`src/rtl/imu_event_scheduler_if.sv`:
```
// Valid/ready bus between the per-axis IMU sample sources, the shared threshold
// comparator, and downstream event logging.
interface imu_event_scheduler_if #(
    parameter int unsigned WIDTH = 16
);
    logic [2:0]         in_valid;
    logic [2:0]         in_ready;
    logic [3*WIDTH-1:0] in_data;
    logic [3*WIDTH-1:0] thr;
    logic               out_valid;
    logic               out_ready;
    logic [1:0]         out_axis;
    logic [WIDTH-1:0]   out_sample;
    logic               out_event;

    modport master (
        output in_valid, in_data, thr, out_ready,
        input  in_ready, out_valid, out_axis, out_sample, out_event
    );

    modport slave (
        input  in_valid, in_data, thr, out_ready,
        output in_ready, out_valid, out_axis, out_sample, out_event
    );
endinterface

```
`src/rtl/imu_event_scheduler.sv`:
```
// Round-robin scheduler sharing one registered threshold comparator among X/Y/Z streams.
// Optional per-axis event counters are enabled by defining IMU_SCHED_EVTCNT_EN.
module imu_event_scheduler #(
    parameter int unsigned WIDTH = 16,
    parameter int unsigned CNT_W = 8
) (
    input  logic clk,
    input  logic rst_n,
    input  logic enable,
    imu_event_scheduler_if.slave bus
`ifdef IMU_SCHED_EVTCNT_EN
    ,
    input  logic               clr_cnt,
    output logic [3*CNT_W-1:0] evt_cnt
`endif
);

    typedef enum logic [1:0] {
        S_IDLE,
        S_CMP,
        S_OUT
    } state_t;

    state_t           state;
    state_t           state_next;
    logic [1:0]       last;
    logic [1:0]       first;
    logic [1:0]       second;
    logic [1:0]       third;
    logic [1:0]       sel;
    logic             grant;
    logic [1:0]       axis_q;
    logic [WIDTH-1:0] sample_q;
    logic [WIDTH-1:0] thr_q;
    logic             event_q;
    logic             valid_q;

    // Search order starts one past the most recently served axis
    always_comb begin
        first  = (last   == 2'd2) ? 2'd0 : last   + 2'd1;
        second = (first  == 2'd2) ? 2'd0 : first  + 2'd1;
        third  = (second == 2'd2) ? 2'd0 : second + 2'd1;
        if (bus.in_valid[first]) begin
            sel = first;
        end else if (bus.in_valid[second]) begin
            sel = second;
        end else begin
            sel = third;
        end
    end

    always_ff @(posedge clk or negedge rst_n) begin
        if (!rst_n) begin
            state <= S_IDLE;
        end else begin
            state <= state_next;
        end
    end

    always_comb begin
        state_next   = state;
        grant        = 1'b0;
        bus.in_ready = '0;
        case (state)
            S_IDLE: begin
                if (enable && (|bus.in_valid)) begin
                    grant             = 1'b1;
                    bus.in_ready[sel] = 1'b1;
                    state_next        = S_CMP;
                end
            end
            S_CMP: state_next = S_OUT;
            S_OUT: begin
                if (bus.out_ready) begin
                    state_next = S_IDLE;
                end
            end
            default: state_next = S_IDLE;
        endcase
    end

    always_ff @(posedge clk or negedge rst_n) begin
        if (!rst_n) begin
            last     <= 2'd2;
            axis_q   <= '0;
            sample_q <= '0;
            thr_q    <= '0;
            event_q  <= 1'b0;
            valid_q  <= 1'b0;
        end else begin
            case (state)
                S_IDLE: begin
                    if (grant) begin
                        axis_q   <= sel;
                        sample_q <= bus.in_data[int'(sel)*WIDTH +: WIDTH];
                        thr_q    <= bus.thr[int'(sel)*WIDTH +: WIDTH];
                    end
                end
                S_CMP: begin
                    event_q <= (sample_q > thr_q);
                    valid_q <= 1'b1;
                end
                S_OUT: begin
                    if (bus.out_ready) begin
                        valid_q <= 1'b0;
                        last    <= axis_q;
                    end
                end
                default: ;
            endcase
        end
    end

    assign bus.out_valid  = valid_q;
    assign bus.out_axis   = axis_q;
    assign bus.out_sample = sample_q;
    assign bus.out_event  = event_q;

`ifdef IMU_SCHED_EVTCNT_EN
    logic [CNT_W-1:0] cnt [3];

    // Clear takes priority over an increment landing in the same cycle
    always_ff @(posedge clk or negedge rst_n) begin
        if (!rst_n) begin
            for (int unsigned i = 0; i < 3; i++) begin
                cnt[i] <= '0;
            end
        end else if (clr_cnt) begin
            for (int unsigned i = 0; i < 3; i++) begin
                cnt[i] <= '0;
            end
        end else if (valid_q && bus.out_ready && event_q && (cnt[axis_q] != '1)) begin
            cnt[axis_q] <= cnt[axis_q] + 1'b1;
        end
    end

    always_comb begin
        evt_cnt = '0;
        for (int unsigned i = 0; i < 3; i++) begin
            evt_cnt[i*CNT_W +: CNT_W] = cnt[i];
        end
    end
`endif

endmodule

```
`src/flat_wrapper.sv`:
```
// flat-port wrapper written by rule: the top's interface ports become plain ports
module imu_event_scheduler_flat 
#(
    parameter int unsigned WIDTH = 16,
    parameter int unsigned CNT_W = 8
)
  (clk, rst_n, enable, bus_in_valid, bus_in_data, bus_thr, bus_out_ready, bus_in_ready, bus_out_valid, bus_out_axis, bus_out_sample, bus_out_event);
  imu_event_scheduler_if #(.WIDTH(WIDTH)) bus_i ();
  input  logic clk;
  input  logic rst_n;
  input  logic enable;
  input wire logic [$bits(bus_i.in_valid)-1:0] bus_in_valid;
  input wire logic [$bits(bus_i.in_data)-1:0] bus_in_data;
  input wire logic [$bits(bus_i.thr)-1:0] bus_thr;
  input wire logic [$bits(bus_i.out_ready)-1:0] bus_out_ready;
  output wire logic [$bits(bus_i.in_ready)-1:0] bus_in_ready;
  output wire logic [$bits(bus_i.out_valid)-1:0] bus_out_valid;
  output wire logic [$bits(bus_i.out_axis)-1:0] bus_out_axis;
  output wire logic [$bits(bus_i.out_sample)-1:0] bus_out_sample;
  output wire logic [$bits(bus_i.out_event)-1:0] bus_out_event;
  assign bus_i.in_valid = bus_in_valid;
  assign bus_i.in_data = bus_in_data;
  assign bus_i.thr = bus_thr;
  assign bus_i.out_ready = bus_out_ready;
  assign bus_in_ready = bus_i.in_ready;
  assign bus_out_valid = bus_i.out_valid;
  assign bus_out_axis = bus_i.out_axis;
  assign bus_out_sample = bus_i.out_sample;
  assign bus_out_event = bus_i.out_event;
  imu_event_scheduler #(.WIDTH(WIDTH), .CNT_W(CNT_W)) u_core (.clk(clk), .rst_n(rst_n), .enable(enable), .bus(bus_i));
endmodule
```
`config.mk`:
```
export PLATFORM = sky130hd
export DESIGN_NAME = imu_event_scheduler_flat
export DESIGN_NICKNAME = d
export VERILOG_FILES = /design/src/rtl/imu_event_scheduler_if.sv /design/src/rtl/imu_event_scheduler.sv /design/src/flat_wrapper.sv
export SDC_FILE = /design/constraint.sdc
export NUM_CORES = 1
export LEC_CHECK = 0
export CAP_MARGIN = 20
export CORE_MARGIN = 3
export CORE_UTILIZATION = 38
export DETAILED_ROUTE_END_ITERATION = 10
export GPL_ROUTABILITY_DRIVEN = 1
export PLACE_DENSITY = 0.84
export SYNTH_ARGS = -nofsm -noshare
export SYNTH_HDL_FRONTEND = slang
export SYNTH_SLANG_ARGS = --single-unit
```
`constraint.sdc`:
```
create_clock -name clk -period 2.62 [get_ports clk]
set_clock_uncertainty 0.2 [all_clocks]
set_input_delay 0.786 -clock clk [delete_from_list [all_inputs] [get_ports clk]]
set_output_delay 0.786 -clock clk [all_outputs]
set_load 0.03 [all_outputs]
```
==> impl_metrics.tcl, run 1 <==
set metrics [dict create \
    ant_nets 0 \
    drv_slew 0 \
    critPathMaxStageDelay_ns 0.52 \
    cts-root-buf "clkbuf_8" \
    wl_mm 8.89 \
    synth_seq_cells 40 \
    vias 2716 \
    rr_worst_depth 6 \
    multiInputGateArea_um2 1680 \
    syn_inst 275 \
    setup_viol 3 \
    hold_path.class "reg2reg" \
    hold_depth 2 \
    yosysUniqueCellTypes 38 \
    areaGrowthSynthToFinish_pct 56.6 \
    dpl.hpwl_mm 6.71 \
    maxCapViolations 0 \
    rows 30 \
    gp_congestion 0.856 \
    first_global_vias 2978 \
    swShare_pct 44.8 \
    start_util_pct 40.2 \
    fmax_mhz 346 \
    num_antenna_cells 0 \
    final-seq-area_um2 1000 \
    die_h_um 91.9 \
    combPwrFrac_pct 61.8 \
    slowest_stage "or4b_4" \
    h-tree-depth 2 \
    cts_tree "yes" \
    worstPathMaxFanout 3 \
    peakVddDrop_uv 529 \
    pwr-share-clk_pct 10.3 \
    mostFrequentLayoutCells "clkdlybuf4s50_1 (117), dfrtp_1 (39), o211ai_1 (37)" \
    grt_pass1_wl_mm 14.4 \
    hold_viol_final 0 \
    critPathArrivalTime_ns 1.91 \
    post_drt_wl_per_cell_um 17.6 \
    io_buffers 125 \
    io_pins 126 \
    setup_tns_ns -0.734 \
    antenna_found_initial 0 \
    powerDensity_nw_per_um2 945 \
    ys_seq_area_share_pct 35.7 \
    insertion_delay_ns 0.29 \
    coreArea_um2 6980 \
    p_total_mw 4.15 \
    slew_headroom_pct 54.6 \
    yosysWarnings 0 \
    die_w_um 91.9 \
    drc 0 \
    syn_nets 394 \
    p_int_mw 2.29 \
    period_minus_slack_ns 2.89 \
    static-leakage-power_nw 1.96 \
    syn-cell-area_um2 2810 \
    cp.required_ns 1.63 \
    cts.sinks 40 \
    finalWorstSetupSlack_ns -0.274 \
    tightest_slew_ns 0.680 \
    dieArea_um2 8450 \
    cts_max_path_buffers 2 \
    crit_top_cell "buf_6" \
    switchingPower_mw 1.86 \
    rsz0062_at_grt "true" \
    status "finished with violations" \
    syn_avg_cell_area_um2 10.2 \
    holdBufCountCts 0 \
    drive_above_1_share_pct 18.9 \
    clk_pin_slew_ns 0.08 \
    vias_per_cell 5.39 \
    numCtsBuffers 5 \
    fill_cells 594 \
    path_cells "buf_6 -> nor3_2 -> or4b_4 -> clkinv_8 -> buf_6 -> nand3_4 -> nor2_4 -> buf_6" \
    final_common_cell "clkdlybuf4s50_1" \
    drtPass1Iterations 4 \
    end_kind "output pin" \
    gr-total-overflow 0 \
    seqPwrFrac_pct 27.9 \
    drtIter0Drc 146 \
    cp-start-kind "primary input" \
    grt_max_degree 34 \
    track_usage_pct 21.2 \
    nNetsFinal 526 \
    critical_path_class "in2out" \
    violations "negative setup slack" \
    finalCritPeriodShare_pct 110 \
]
-- final cells by class --
type	instances	area share, %
Multi-Input combinational cell	195	38.2
Sequential cell	40	22.8
Timing Repair Buffer	145	32.2
Tap cell	96	2.74
Clock buffer	8	2.05
Inverter	20	1.99
-- worst max-delay path: cells and delay by family --
| kind | cells | cell delay [ns] |
|---|---|---|
| AND/OR/NAND/NOR | 4 | 0.72 |
| buffers and inverters | 4 | 0.40 |
-- flip-flops by register name, summed over array words and instances, names as in the netlist --
name                   flops
u_core.last                2
u_core.bus.out_event       1
u_core.bus.out_sample     16
u_core.state               2
u_core.thr_q              16
u_core.bus.out_valid       1
u_core.bus.out_axis        2
-- routing by layer --
layer  share of wire (%)  track usage [%]  vias to the layer above
met5                   0                0                        -
met4                 1.6             6.06                        0
met3                 6.2             4.68                       12
met2                  51             37.8                      104
met1                  42             25.5                     1309
li1                    -                -                     1291
-- final timing paths --
path / startpoint / endpoint / slack (ns)
max reg2reg: u_core.last[1] / u_core.bus.out_sample[9] / 0.43
max in group asynchronous: rst_n / u_core.thr_q[7] / 1.25
min reg2reg: u_core.thr_q[5] / u_core.thr_q[5] / 0.30
min in group asynchronous: rst_n / u_core.thr_q[3] / 0.33
min: u_core.thr_q[5] / u_core.thr_q[5] / 0.30
max: bus_in_valid[0] / bus_in_ready[1] / -0.27
-- power by group through the flow --
stage	registers (mW)	logic [mW]	clock network (mW)
2_1_floorplan	1.40	1.38	0
6_report	1.16	2.57	0.427
3_5_place_dp	1.17	2.52	0
4_1_cts	1.16	2.57	0.438
5_1_grt	1.20	2.79	0.461
3_3_place_gp	1.15	2.44	0
-- metrics by stage --
| step | hold slack, ns | instances | cell area (µm²) | setup slack (ns) | utilization (%) |
|---|---|---|---|---|---|
| floorplan | 0.257 | 275 | 2840 | -0.296 | - |
| global placement | 0.274 | 493 | 4240 | -0.845 | 60.7 |
| detailed placement | 0.277 | 493 | 4240 | -0.867 | 60.7 |
| CTS | 0.300 | 502 | 4370 | -0.357 | 62.6 |
| global route | 0.323 | 504 | 4390 | -0.301 | 62.9 |
| finish | 0.298 | 504 | 4390 | -0.274 | 62.9 |
-- synthesized netlist by cell type (all sizes together) --
| cell | instances | area [µm²] |
|---|---|---|
| a22oi | 1 | 7.51 |
| o31a | 1 | 8.76 |
| nand2b | 4 | 25.0 |
| nor4 | 1 | 6.26 |
| clkinv | 1 | 16.3 |
| a21oi | 8 | 43.8 |
| nand2 | 35 | 131 |
| a21o | 4 | 30.0 |
| and3b | 1 | 8.76 |
| nor2 | 3 | 11.3 |
| a2111oi | 1 | 8.76 |
| or4b | 1 | 10.0 |
| o21a | 2 | 15.0 |
| dfrtp | 39 | 976 |
| dfstp | 1 | 26.3 |
| nor2b | 1 | 6.26 |
| or2 | 1 | 6.26 |
| clkbuf | 7 | 26.3 |
| nand3 | 2 | 22.5 |
| buf | 13 | 85.1 |
| a21boi | 1 | 7.51 |
| inv | 19 | 71.3 |
| mux2 | 2 | 22.5 |
| nor3b | 1 | 7.51 |
| a211o | 1 | 8.76 |
| nor3 | 3 | 15.0 |
| nor4b | 1 | 8.76 |
| nand4 | 3 | 18.8 |
| o21ai | 3 | 15.0 |
| o211ai | 65 | 628 |
| ha | 16 | 200 |
| mux2i | 33 | 330 |
-- cell families after synthesis --
logic type,share of synthesized area (%)
AO/OA/AOI/OAI,27.6
AND/OR/NAND/NOR,9.90
buffers and inverters,7.09
flip-flops,35.7
multiplexers,12.6
adder cells (fa/ha/maj),7.14
-- what timing repair did --
item                                   4_1_cts  5_1_grt
cloned                                       0        0
resized for setup                           25        2
setup buffers                                1        2
setup endpoints to repair                   36        3
pin swaps                                    3        3
endpoints found under the hold margin        0        0
No activity file was read; power rests on OpenSTA's default activity.
==> inputs of run 2 (changes only) <==
RECOVER_POWER = 100   (was not set)
==> run 2 against run 1 <==
Compared with the run above: the flow finishes with violations (max-capacitance violations, max-slew violations, negative setup slack); die area did not move; via count up 0.26%; final area down 0.14%; power about the same; largest cell class unchanged.
==> impl_metrics.tcl, run 2 (synthesis gave the netlist of run 1 again) <==
set metrics [dict create \
    tightest_slew_ns 1.64 \
    grt_pass1_wl_mm 14.4 \
    io_pins 126 \
    peakVddDrop_uv 529 \
    finalCritPeriodShare_pct 110 \
    dieArea_um2 8450 \
    setup_viol 3 \
    maxCapViolations 1 \
    first_global_vias 2978 \
    mostFrequentLayoutCells "clkdlybuf4s50_1 (116), dfrtp_1 (39), o211ai_1 (37)" \
    io_buffers 125 \
    post-place-cells 493 \
    h-tree-depth 2 \
    slew_headroom_pct -9.30 \
    critPathArrivalTime_ns 1.90 \
    insertion_delay_ns 0.29 \
    grt_max_degree 34 \
    track_usage_pct 21.2 \
    drtIter0Drc 143 \
    critical_path_class "in2out" \
    drive_above_1_share_pct 18.6 \
    nNetsFinal 526 \
    numCtsBuffers 5 \
    drtPass1Iterations 4 \
    vias_per_cell 5.40 \
    cts_max_path_buffers 2 \
    status "finished with violations" \
    gp_congestion 0.856 \
    cp.required_ns 1.63 \
    antenna_found_initial 0 \
    worstPathMaxFanout 3 \
    powerDensity_nw_per_um2 946 \
    use_met3_pct 4.68 \
    vias 2723 \
    gr-total-overflow 0 \
    finalWorstSetupSlack_ns -0.270 \
    rsz0062_at_grt "true" \
    cts.sinks 40 \
    areaGrowthSynthToFinish_pct 56.3 \
    dpl_worst_slack_ns -0.867 \
    period_minus_slack_ns 2.89 \
    num_antenna_cells 0 \
    post_drt_wl_per_cell_um 17.6 \
    cts-root-buf "clkbuf_8" \
    die_h_um 91.9 \
    fill_cells 595 \
    hold_path.class "reg2reg" \
    die_w_um 91.9 \
    fmax_mhz 346 \
    dpl.hpwl_mm 6.71 \
    cts_tree "yes" \
    drv_slew 30 \
    use_met2_pct 37.8 \
    hold_viol_final 0 \
    violations "max-capacitance violations, max-slew violations, negative setup slack" \
    cp-start-kind "primary input" \
    rows 30 \
    coreArea_um2 6980 \
    end_kind "output pin" \
    grt_most_used_layer "met2" \
    wl_mm 8.87 \
    drc 0 \
    grt_use_met1_pct 25.5 \
    final_common_cell "clkdlybuf4s50_1" \
    start_util_pct 40.2 \
    static-leakage-power_nw 1.96 \
    final_cells 504 \
    ant_nets 0 \
    clk_pin_slew_ns 0.08 \
]
run 2: cell count changes in the layout (fill, tap and decap cells not counted), sizes merged:
cell           previous run  this run
buf                      28        25
clkbuf                    8        11
clkdlybuf4s50           117       116
dlygate4sd3               0         1
run 2: layer usage:
| metal | part of all wire [%] | vias up |
|---|---|---|
| met4 | 1.6 | 0 |
| met1 | 42 | 1305 |
| li1 | - | 1293 |
| met2 | 50 | 113 |
| met3 | 6.4 | 12 |
| met5 | 0 | - |
run 2: power by group:
| part | internal (mW) | switching, mW | leakage (nW) |
|---|---|---|---|
| combinational | 1.15 | 1.41 | 1.42 |
| sequential | 0.918 | 0.239 | 0.490 |
| clock | 0.215 | 0.213 | 0.0455 |
run 2: worst max-delay path: stages:
cell      delay, ns
buf_6          0.07
nor3_2         0.03
or4b_4         0.52
clkinv_8       0.09
buf_6          0.10
nand3_4        0.06
nor2_4         0.10
buf_6          0.14
run 2: per-stage QoR:
step | TNS, ns | instance area (µm²) | total power [mW] | hold slack [ns] | util, %
floorplan | -0.845 | 2840 | 2.77 | 0.257 | -
global placement | -14.85 | 4240 | 3.59 | 0.274 | 60.7
detailed placement | -16.09 | 4240 | 3.68 | 0.277 | 60.7
CTS | -0.942 | 4370 | 4.17 | 0.300 | 62.6
global route | -0.812 | 4390 | 4.45 | 0.323 | 62.8
finish | -0.729 | 4390 | 4.15 | 0.301 | 62.8
run 2: path summary, 6_finish.rpt:
| path | cells past startpoint | slack (ns) | endpoint | startpoint |
|---|---|---|---|---|
| max in group asynchronous | 2 | 0.42 | u_core.thr_q[7] | rst_n |
| hold reg to reg | 2 | 0.30 | u_core.thr_q[8] | u_core.thr_q[8] |
| min in group asynchronous | 1 | 0.70 | u_core.thr_q[3] | rst_n |
| setup / recovery | 8 | -0.27 | bus_in_ready[1] | bus_in_valid[0] |
| setup reg to reg | 7 | 0.37 | u_core.bus.out_sample[14] | u_core.state[1] |
| hold / removal | 2 | 0.30 | u_core.thr_q[8] | u_core.thr_q[8] |
run 2: cell type report:
type                            count  area (µm²)  area share [%]
Clock buffer                        8        90.1            2.05
Tap cell                           96         120            2.74
Sequential cell                    40        1000            22.9
Timing Repair Buffer              145        1410            32.1
Inverter                           20        87.6            2.00
Multi-Input combinational cell    195        1680            38.2
run 2: repair_timing:
item,4_1_cts,5_1_grt
gates cloned,0,0
hold endpoints to repair,0,0
gates resized for setup,25,2
hold buffers,0,0
buffers inserted,1,2
endpoints found under the setup margin,36,3
pin swaps,3,3
